===== config.mk =====
export PLATFORM = sky130hd
export DESIGN_NAME = fir_mac_seq
export DESIGN_NICKNAME = d
export VERILOG_FILES = /design/src/rtl/fir_pkg.sv /design/src/rtl/fir_ring_buf.sv /design/src/rtl/fir_mac_seq.sv
export SDC_FILE = /design/constraint.sdc
export NUM_CORES = 1
export LEC_CHECK = 0
export ABC_AREA = 1
export CELL_PAD_IN_SITES_DETAIL_PLACEMENT = 2
export CELL_PAD_IN_SITES_GLOBAL_PLACEMENT = 2
export CORE_MARGIN = 2
export CORE_UTILIZATION = 38
export CTS_CLUSTER_DIAMETER = 100
export CTS_CLUSTER_SIZE = 24
export DETAILED_ROUTE_END_ITERATION = 7
export PLACE_DENSITY_LB_ADDON = 0.1
export SKIP_CTS_REPAIR_TIMING = 1
export SYNTH_ARGS = -nofsm -noshare
export SYNTH_HDL_FRONTEND = slang
export SYNTH_SLANG_ARGS = --single-unit
export TNS_END_PERCENT = 1

===== constraint.sdc =====
create_clock -name CLK -period 3.76 [get_ports CLK]
set_clock_uncertainty 0.05 [all_clocks]
set_input_delay 0.564 -clock CLK [delete_from_list [all_inputs] [get_ports CLK]]
set_output_delay 0.564 -clock CLK [all_outputs]
set_load 0.005 [all_outputs]

===== src/rtl/fir_pkg.sv =====
// Shared definitions for the sequential FIR controller: FSM states,
// output saturation limits and the rounding bias helper.
package fir_pkg;

  typedef enum logic [2:0] {
    ST_IDLE,
    ST_CLR,
    ST_TAPS,
    ST_DRAIN,
    ST_OUT
  } fir_state_t;

  localparam logic signed [15:0] Y_MAX = 16'sh7FFF;
  localparam logic signed [15:0] Y_MIN = 16'sh8000;

  // Half an LSB of the output, preloaded into the accumulator so the final shift rounds.
  function automatic logic [31:0] round_bias(input int unsigned frac);
    return (frac == 0) ? '0 : (32'd1 << (frac - 1));
  endfunction

endpackage


===== src/rtl/fir_ring_buf.sv =====
// Sample delay line: one synchronous write port, one asynchronous read port,
// addresses always kept in 0..DEPTH-1 by the caller.
module fir_ring_buf #(
  parameter int unsigned DEPTH = 16,
  parameter int unsigned AW    = 4,
  parameter int unsigned DW    = 16
) (
  input  logic          i_clk,
  input  logic          i_rst_n,
  input  logic          i_we,
  input  logic [AW-1:0] i_waddr,
  input  logic [DW-1:0] i_wdata,
  input  logic [AW-1:0] i_raddr,
  output logic [DW-1:0] o_rdata
);

  logic [DW-1:0] r_mem [DEPTH];

  always_ff @(posedge i_clk) begin
    if (!i_rst_n) begin
      for (int unsigned k = 0; k < DEPTH; k++) r_mem[k] <= '0;
    end else if (i_we) begin
      r_mem[i_waddr] <= i_wdata;
    end
  end

  assign o_rdata = r_mem[i_raddr];

endmodule


===== src/rtl/fir_mac_seq.sv =====
// Sequential FIR controller: steps one sample through NTAPS taps of an
// external multiply-accumulate block, then rounds, shifts and saturates.
module fir_mac_seq
  import fir_pkg::*;
#(
  parameter int unsigned NTAPS   = 16,
  parameter int unsigned FRAC    = 15,
  parameter int unsigned MAC_LAT = 2,
  localparam int unsigned AW     = (NTAPS > 1) ? $clog2(NTAPS) : 1
) (
  input  logic               CLK,
  input  logic               RST,
  input  logic signed [15:0] SAMPLE_IN,
  input  logic               SAMPLE_VALID,
  output logic               SAMPLE_READY,
  output logic [AW-1:0]      COEF_ADDR,
  input  logic signed [15:0] COEF_DATA,
  output logic signed [15:0] MULT_A,
  output logic signed [15:0] MULT_B,
  output logic               MAC_LDA,
  output logic               MAC_ENA,
  output logic               MAC_ADDSUB,
  output logic [31:0]        MAC_DIRECT,
  input  logic signed [31:0] MAC_O,
  output logic signed [15:0] Y,
  output logic               Y_VALID,
  input  logic               Y_READY
);

  localparam logic signed [31:0] SAT_HI = 32'(Y_MAX);
  localparam logic signed [31:0] SAT_LO = 32'(Y_MIN);

  fir_state_t         r_state, w_next;
  logic [7:0]         r_cnt;
  logic [AW-1:0]      r_wptr, r_rptr;
  logic [AW-1:0]      w_wptr_inc, w_rptr_dec;
  logic signed [15:0] r_opa, r_y;
  logic [15:0]        w_rd_data;
  logic               r_rst_q;
  logic               w_accept, w_taps_last, w_drain_last;
  logic signed [31:0] w_shift;
  logic signed [15:0] w_sat;

  assign w_accept     = SAMPLE_READY && SAMPLE_VALID;
  assign w_taps_last  = (r_cnt == 8'(NTAPS - 1));
  assign w_drain_last = (r_cnt == 8'(MAC_LAT - 1));
  assign w_wptr_inc   = (r_wptr == AW'(NTAPS - 1)) ? '0 : r_wptr + 1'b1;
  assign w_rptr_dec   = (r_rptr == '0) ? AW'(NTAPS - 1) : r_rptr - 1'b1;

  assign w_shift = MAC_O >>> FRAC;
  assign w_sat   = (w_shift > SAT_HI) ? Y_MAX :
                   (w_shift < SAT_LO) ? Y_MIN : w_shift[15:0];

  fir_ring_buf #(
    .DEPTH (NTAPS),
    .AW    (AW),
    .DW    (16)
  ) u_ring (
    .i_clk   (CLK),
    .i_rst_n (RST),
    .i_we    (w_accept),
    .i_waddr (r_wptr),
    .i_wdata (SAMPLE_IN),
    .i_raddr (r_rptr),
    .o_rdata (w_rd_data)
  );

  always_ff @(posedge CLK) begin
    if (!RST) r_state <= ST_IDLE;
    else      r_state <= w_next;
  end

  always_comb begin
    w_next = r_state;
    unique case (r_state)
      ST_IDLE:  if (w_accept) w_next = ST_CLR;
      ST_CLR:   w_next = ST_TAPS;
      ST_TAPS:  if (w_taps_last) w_next = ST_DRAIN;
      ST_DRAIN: if (w_drain_last) w_next = ST_OUT;
      ST_OUT:   if (Y_READY) w_next = ST_IDLE;
      default:  w_next = ST_IDLE;
    endcase
  end

  // The read pointer runs one cycle ahead of the tap so r_opa lines up with
  // the registered coefficient returned for the previous COEF_ADDR.
  always_ff @(posedge CLK) begin
    if (!RST) begin
      r_cnt   <= '0;
      r_wptr  <= '0;
      r_rptr  <= '0;
      r_opa   <= '0;
      r_y     <= '0;
      r_rst_q <= 1'b1;
    end else begin
      r_rst_q <= 1'b0;
      r_opa   <= w_rd_data;
      if (w_next != r_state) r_cnt <= '0;
      else if (r_state == ST_TAPS || r_state == ST_DRAIN) r_cnt <= r_cnt + 1'b1;
      if (w_accept) begin
        r_wptr <= w_wptr_inc;
        r_rptr <= r_wptr;
      end else if (r_state == ST_CLR || r_state == ST_TAPS) begin
        r_rptr <= w_rptr_dec;
      end
      if (r_state == ST_DRAIN && w_drain_last) r_y <= w_sat;
    end
  end

  always_comb begin
    SAMPLE_READY = 1'b0;
    COEF_ADDR    = '0;
    MULT_A       = '0;
    MULT_B       = '0;
    MAC_LDA      = 1'b0;
    MAC_ENA      = 1'b0;
    MAC_ADDSUB   = 1'b0;
    MAC_DIRECT   = '0;
    Y_VALID      = 1'b0;
    unique case (r_state)
      ST_IDLE: SAMPLE_READY = !r_rst_q;
      ST_CLR: begin
        MAC_LDA    = 1'b1;
        MAC_ENA    = 1'b1;
        MAC_DIRECT = round_bias(FRAC);
      end
      ST_TAPS: begin
        MAC_ENA   = 1'b1;
        MULT_A    = r_opa;
        MULT_B    = COEF_DATA;
        COEF_ADDR = w_taps_last ? '0 : AW'(r_cnt + 8'd1);
      end
      ST_OUT:  Y_VALID = 1'b1;
      default: ;
    endcase
  end

  assign Y = r_y;

endmodule

==> Yosys cells after proc, flatten, opt, wreduce, memory -nomap -nowiden <==
Memories as Yosys holds them, arrays and structs flattened. A register that Yosys moved wholly into a read port is not among the register bits.
Cells that the tools add are included.
{ "word_totals": {"register_bits": 36, "ramBits": 256, "out_inout_bits": 89, "wordCells": 60, "mem_count": 1} }
{ "classes": {"addsub": 3, "n_lt_le_gt_ge": 2, "eq_ne": 8, "mux": 27, "bitwise": 1, "reduce_logical": 12} }
{ "mem_list": {"columns": ["memory", "depth", "width", "rd", "rd_clocked_by_memory_dff", "wr", "line_no", "text"], "rows": [
  ["u_ring.r_mem", 16, 16, 1, 1, 16, "fir_ring_buf.sv:17", "logic [DW-1:0] r_mem [DEPTH];"]
]} }
{ "ops": {"columns": ["cell", "n"], "rows": [
  ["2-to-1 mux 16 bit", 5],
  ["2-to-1 mux 4 bit", 7],
  ["> comparator 17 x 16 -> 1 bit, second input constant", 1],
  ["less-than comparator 17 x 16 -> 1 bit, second input constant", 1],
  ["OR reduction 16 bit", 1],
  ["2-to-1 mux 15 bit", 1],
  ["one-hot mux 3 bit (5 select lines)", 1],
  ["2-to-1 mux 3 bit", 4],
  ["2-to-1 mux 1 bit", 9],
  ["adder 8 x 1 -> 8 bit, second input constant", 1],
  ["equality test 8 x 1 -> 1 bit, second input constant", 1],
  ["equality test 8 x 4 -> 1 bit, second input constant", 1],
  ["equality test 3 x 2 -> 1 bit, second input constant", 2],
  ["adder 4 x 1 -> 4 bit, second input constant", 1],
  ["equality test 4 bit, second input constant", 1],
  ["zero test 4 bit", 1],
  ["OR reduction 2 bit", 2],
  ["subtractor 4 x 1 -> 4 bit, second input constant", 1],
  ["equality test 3 x 1 -> 1 bit, second input constant", 1],
  ["equality test 3 bit, second input constant", 1],
  ["zero test 3 bit", 1],
  ["!= test 3 bit", 1],
  ["logical AND 1 bit", 2],
  ["zero test 1 bit", 2],
  ["3 further kinds", 4]
]} }

==> Longest topological paths before layout <==
Gate-level depths: netlist of the first run.
{ "depth": {"ltp_word": 8, "depth_mapped": 10} }

==> By module <==
From an unflattened synthesis of the first run, not the netlist that was laid out.
{ "unflattened": {"cells_unflattened": 1768, "area_unflattened_um2": 14973.1} }
{ "modules_own_cells": {"columns": ["module", "instances", "cells_each", "area_each_um2"], "rows": [
  ["fir_ring_buf", 1, 1383, 12270.5],
  ["fir_mac_seq", 1, 385, 2702.6]
]} }

==> Least setup slack after synthesis of the first run <==
No wires, ideal clock.
{ "synth_timing": {"kind": "input -> register", "start": "input RST", "end": "memory u_ring.r_mem[10][0] (enable)", "setup_ps": 372, "arrival_time_ps": 1777, "slack_ps": 1561, "path_stages": 7, "n_path_buf": 1, "cell_sequence": "clkinv_1 -> nor2_2 -> inv_2 -> nor2_4 -> nand2_2 -> buf_6 -> nand2_1"} }
{ "synth_rtl": {"columns": ["element", "line_no", "text"], "rows": [
  ["start: declaration", "fir_mac_seq.sv:12", "input logic RST,"],
  ["end: declaration", "fir_ring_buf.sv:17", null]
]} }

==> Final worst setup path of the first run <==
{ "layout_timing": {"start": "register r_state[1]", "end": "output MULT_A[12]"} }
{ "layout_via": {"elab_chain_len": 2} }
{ "layout_lines": {"columns": ["element", "line_no", "text"], "rows": [
  ["start: declaration", "fir_mac_seq.sv:33", "fir_state_t r_state, w_next;"],
  ["start signal: assignment", "fir_mac_seq.sv:70", "else r_state <= w_next;"],
  ["equality test 3 x 2 -> 1 bit", "fir_mac_seq.sv:120", "unique case (r_state)"],
  ["2-to-1 mux 16 bit", "fir_mac_seq.sv:120", null],
  ["end: declaration", "fir_mac_seq.sv:18", "output logic signed [15:0] MULT_A,"]
]} }
Every way passes these cells.

==> results of run 1 <==
-- cells in the mapped netlist, types with 3 or more instances --
cell	number	area [um^2]
nor2_1	513	1930
edfxtp_1	256	7690
o21ai_0	175	876
nand2_1	109	409
inv_1	93	349
dfxtp_1	52	1040
clkbuf_1	44	165
a21oi_1	43	215
buf_4	37	278
o211ai_1	32	240
buf_2	28	140
nand3_1	28	140
buf_6	14	158
nand2_2	14	87.6
o21ai_1	10	50.1
ha_1	8	100
inv_2	5	18.8
xor2_1	5	43.8
nand2_4	4	45.0
buf_1	3	11.3
nand3_2	3	30.0
nor2_2	3	18.8
nor2_4	3	33.8
-- through the flow --
step | cells | utilization | setup WS [ns]
2_1_floorplan | 1529 | - | 1.56
3_3_place_gp | 2003 | 0.421 | 0.518
3_5_place_dp | 2003 | 0.421 | 0.387
4_1_cts | 2031 | 0.435 | 0.681
5_1_grt | 2031 | 0.435 | 0.565
6_report | 2031 | 0.435 | 0.775
-- tightest hold or removal path: stages, from the launching register on --
cell	delay, ns
dfxtp_1	0.33
nand2_1	0.06
a21oi_1	0.06
-- worst max path at each step --
stage	from	endpoint	slack (ns)
finish	r_state[1]$_SDFF_PN0_	MULT_A[12]	0.77
global route	r_state[1]$_SDFF_PN0_	COEF_ADDR[3]	0.56
CTS	r_state[1]$_SDFF_PN0_	MULT_A[6]	0.68
detailed placement	RST	u_ring.r_mem[1][13]$_SDFFCE_PN0P_	0.39
global placement	RST	u_ring.r_mem[5][9]$_SDFFCE_PN0P_	0.52
floorplan	RST	u_ring.r_mem[10][0]$_SDFFCE_PN0P_	1.56
-- per-layer routing --
layer	vias to the layer above	track usage	share of wire
li1	4960	-	-
met1	5317	0.276	0.43
met2	184	0.408	0.52
met3	42	0.0210	0.031
met4	0	0.0459	0.017
met5	-	0	0
-- power breakdown --
part	internal (mW)	switching (mW)	leakage, nW
Combinational	0.301	0.659	2.96
Sequential	3.82	0.0729	3.07
Clock	0.924	1.10	0.235
Total	5.05	1.83	6.26
-- cell families (layout without fill, tap and decap cells) --
kind of cell               after synthesis  after routing  share of synthesized area
adders and majority gates                8              8                    0.00706
buffers and inverters                  227            261                     0.0798
and+or+nand+nor                        682            682                      0.194
other                                    1             32                   0.000264
DFF                                    308            308                      0.615
AOI/OAI and AO/OA                      265            265                     0.0998
xor gates and xnor gates                 7              7                    0.00432
-- flip-flops by register name (all words and copies together), names as in the netlist --
register,cells
r_wptr,4
r_rptr,4
r_rst_q,1
u_ring.r_mem,256
Y,16
r_state,3
r_opa,16
r_cnt,8
-- final cells by class --
class	instances	area (um^2)
Clock buffer	27	463
Clock inverter	1	30.0
Tap cell	468	586
Timing Repair Buffer	133	1320
Multi-Input combinational cell	994	4440
Inverter	100	377
Fill cell	3950	20700
Sequential cell	308	8740
==> impl_metrics.json, run 1 <==
{
  "status": "finished clean",
  "peakVddDrop_v": 0.000234,
  "synth_cell_types": 35,
  "critical-path-max-stage-delay_ns": 0.53,
  "htree_num_levels": 1,
  "insertedDiodeCount": 0,
  "grt_usage": 0.219,
  "die_h_um": 197,
  "pin_count": 157,
  "cts_buffer_depth": 3,
  "ant_nets": 0,
  "cts_buffers": 16,
  "crit_type": "register to output port",
  "setup_violations": 0,
  "slew_violations": 0,
  "crit_cells": 4,
  "tns_ns": 0,
  "critPathArrivalTime_ns": 2.37,
  "r2r-start": "r_state[0]$_SDFF_PN0_",
  "synth-edff-count": 256,
  "hold-worst-slack_ns": 0.433,
  "cts.sinks": 308,
  "crit_chain": "nand3_2, buf_4, nor2_1, clkdlybuf4s50_1",
  "total_power_mw": 6.88,
  "synth.yosys.warnings": 0,
  "reg2reg_depth": 7,
  "portBuffers": 109,
  "antenna_found_initial": 0,
  "whs_path_depth": 2,
  "rr_endpoint": "u_ring.r_mem[1][11]$_SDFFCE_PN0P_",
  "grt_pass1_vias": 11600,
  "routed_wl_um": 42000,
  "area_delta_synth_final_pct": 12.5,
  "overflow": 0,
  "rows": 70,
  "start_kind": "register",
  "initial_core_util": 0.387,
  "die_area_mm2": 0.0389,
  "grt_setup_unrepaired": "no",
  "synth_area_per_cell_um2": 9.47,
  "synthCells": 1498,
  "clk_pin_slew_worst_paths_ns": 0.10,
  "hold-path-endpoint": "Y[15]$_SDFFE_PN0P_",
  "crit_path_max_fanout": 23,
  "rrSetupSlack_ns": 1.22,
  "dpl.hpwl_um": 27900,
  "root_buffer": "clkbuf_16",
  "vias_per_cell": 5.17,
  "async_reset_ff_frac": 0,
  "grt_max_degree": 130,
  "required_ns": 3.15,
  "fin_nets": 1629,
  "core_area_mm2": 0.0367,
  "grt_pass1_wl_um": 66000,
  "maxCapViolations": 0,
  "critPathTopFamily": "buffers and inverters",
  "final_cell_mix": "513 x nor2_1, 256 x edfxtp_1, 175 x o21ai_0, 109 x nand2_1, 109 x clkdlybuf4s50_1",
  "placed_area_mm2": 0.0155,
  "final_layout_size_suffix_gt1_frac": 0.0512,
  "avgRoutedWirePerCell_um": 20.7,
  "die_w_um": 197,
  "fin_crit_ns": 2.99,
  "leakage_nw": 6.26,
  "ys.flop_type": "edfxtp_1",
  "fin_crit_sh": 0.794,
  "netlist_area_mm2": 0.0142,
  "hp-class": "register to register",
  "finalHoldViolCount": 0,
  "tightest_slew_ns": 0.827,
  "seq_area_frac_synth": 0.615,
  "drcViolationCount": 0,
  "powerDensity_mw_per_mm2": 431,
  "cp_num_buf_inv": 2,
  "min_from": "Y[15]$_SDFFE_PN0P_",
  "drt-pass1-iter-count": 4,
  "num_vias": 10500,
  "clk_latency_ns": 0.52,
  "critPathSlowestCell": "clkdlybuf4s50_1",
  "synth-seq-cells": 308,
  "drt_iter0_drc": 453,
  "design_area_mm2": 0.0160,
  "gp_congestion": 0.779,
  "cts_tree": "built",
  "max-slew-margin-rel": 0.447,
  "fmax_ghz": 0.335,
  "setup.worst_path.end_class": "output port",
  "final_common_cell": "nor2_1"
}
(Power assumes the default switching activity.)
==> inputs of run 2 (changes only) <==
Settings changed: CORE_UTILIZATION 38 to 36.
Clock period 3.76 ns to 3.1 ns, I/O delays scaled along.
==> run 2 against run 1 <==
Effect of this change:
- via count increased by 1.5%
- worst setup slack got worse by 0.45 ns
- critical path type unchanged
- clock power increased by 24%
- die area increased by 5.4%
- critical path depth increased by 1
- non-clock buffer count increased by 20
- register-to-register slack got worse by 0.39 ns
- first-iteration DRC count decreased by 6.6%
- sequential cell count unchanged
- largest cell class unchanged
- final cell count increased by 3.5%
==> impl_metrics.json, run 2 (synthesis results as in run 1) <==
{
  "status": "finished clean",
  "dpl.hpwl_um": 28100,
  "final_layout_size_suffix_gt1_frac": 0.0650,
  "drt-pass1-iter-count": 4,
  "cts_tree": "built",
  "area_delta_synth_final_pct": 14.1,
  "die_w_um": 203,
  "crit_type": "register to output port",
  "vias_per_cell": 5.07,
  "clk_latency_ns": 0.53,
  "critPathSlowestCell": "clkdlybuf4s50_1",
  "fin_nets": 1650,
  "avgRoutedWirePerCell_um": 20.1,
  "grt_pass1_wl_um": 67200,
  "rows": 72,
  "fin_crit_ns": 2.77,
  "clk_pin_slew_worst_paths_ns": 0.09,
  "crit_chain": "ha_1, nand3_1, o21ai_0, nor2_1, clkdlybuf4s50_1",
  "finalHoldViolCount": 0,
  "cts.sinks": 308,
  "slew_violations": 0,
  "p_sw_frac": 0.275,
  "pin_count": 157,
  "die_h_um": 203,
  "intPower_mw": 6.08,
  "drt_iter0_drc": 423,
  "pwr-share-seq": 0.564,
  "required_ns": 2.58,
  "largest_reg_flops": 256,
  "cts_buffers": 17,
  "htree_num_levels": 1,
  "grt_max_degree": 69,
  "design_area_mm2": 0.0162,
  "initial_core_util": 0.366,
  "setup_violations": 0,
  "core_area_mm2": 0.0387,
  "placed_area_mm2": 0.0157,
  "final_common_cell": "nor2_1",
  "root_buffer": "clkbuf_16",
  "gp_congestion": 0.774,
  "setup.worst_path.end_class": "output port",
  "die_area_mm2": 0.0410,
  "critPathArrivalTime_ns": 2.26,
  "grt_usage": 0.209,
  "overflow": 0,
  "fmax_ghz": 0.361,
  "ant_nets": 0,
  "final_cell_mix": "513 x nor2_1, 256 x edfxtp_1, 175 x o21ai_0, 109 x nand2_1, 109 x clkdlybuf4s50_1",
  "grt_pass1_vias": 12000,
  "p_clk_frac": 0.298,
  "leakage_nw": 6.36,
  "antenna_found_initial": 0,
  "max-slew-margin-rel": 0.303,
  "num_vias": 10700,
  "regMostFlops": "u_ring.r_mem",
  "hp-class": "register to register",
  "powerDensity_mw_per_mm2": 518,
  "start_kind": "register",
  "drcViolationCount": 0,
  "critical-path-max-stage-delay_ns": 0.48,
  "grt_setup_unrepaired": "no",
  "p_sw_mw": 2.31,
  "routed_wl_um": 42200,
  "portBuffers": 109,
  "insertedDiodeCount": 0,
  "peakVddDrop_v": 0.000364,
  "tns_ns": 0,
  "crit_path_max_fanout": 5,
  "p_comb_frac": 0.138,
  "cts_buffer_depth": 3,
  "fin_crit_sh": 0.894,
  "maxCapViolations": 0,
  "tightest_slew_ns": 1.04
}
[run 2: changes by cell type in the layout (fill, tap and decap cells not counted), sizes merged]
| cell | change |
|---|---|
| bufinv | -1 |
| inv | +2 |
| clkinv | +1 |
| buf | +20 |
[run 2: per-layer routing]
layer  vias up  GRT usage  share of wire
li1       5007          -              -
met1      5453      0.256           0.42
met2       162      0.396           0.53
met3        39     0.0217          0.032
met4         0     0.0433          0.017
met5         -          0              0
[run 2: path summary, 6_finish.rpt]
path,startpoint,endpoint,slack [ns],cells past startpoint
hold reg to reg,Y[15]$_SDFFE_PN0P_,Y[15]$_SDFFE_PN0P_,0.44,2
hold / removal,Y[15]$_SDFFE_PN0P_,Y[15]$_SDFFE_PN0P_,0.44,2
setup reg to reg,r_rptr[3]$_SDFFE_PN0P_,r_opa[1]$_SDFF_PN0_,0.83,5
setup / recovery,r_cnt[0]$_SDFFE_PP0P_,COEF_ADDR[3],0.33,5
[run 2: through the flow]
step	utilization	total power, mW	cells	setup slack [ns]	hold slack [ns]
floorplan	-	5.53	1529	1.00	0.411
finish	0.418	8.39	2103	0.330	0.442
detailed placement	0.405	6.01	2073	0.634	0.428
CTS	0.418	8.51	2103	0.247	0.414
global placement	0.405	5.95	2073	0.651	0.409
global route	0.418	8.78	2103	0.128	0.421
[run 2: final cells by class]
| cell class | count | area [um^2] |
|---|---|---|
| clock inverters | 3 | 41.3 |
| clock buffers | 27 | 464 |
| well taps | 518 | 648 |
| repair buffers | 153 | 1480 |
| flip-flops and latches | 308 | 8740 |
| fillers | 4244 | 22500 |
| multi-input cells | 994 | 4440 |
| inverters | 100 | 377 |
[run 2: worst max-delay path, delay by kind of cell, from the launching register on]
kind                     cells  cell delay, ns
buffers and inverters        1            0.48
AND/OR/NAND/NOR              2            0.22
flip-flops                   1            0.42
AO/OA/AOI/OAI                1            0.41
adder cells (fa/ha/maj)      1            0.21
[run 2: power by group through the flow]
stage	Clock, mW	Combinational (mW)	Sequential (mW)
6_report	2.50	1.16	4.73
3_5_place_dp	0	1.18	4.83
5_1_grt	2.71	1.32	4.76
4_1_cts	2.58	1.20	4.74
3_3_place_gp	0	1.14	4.82
2_1_floorplan	0	0.763	4.77
==> inputs of run 3 (changes only) <==
Settings changed: CAP_MARGIN set to 20, GPL_ROUTABILITY_DRIVEN set to 0.
==> results of run 3 <==
Final layout, timing and power as in run 2 (identical DEF).
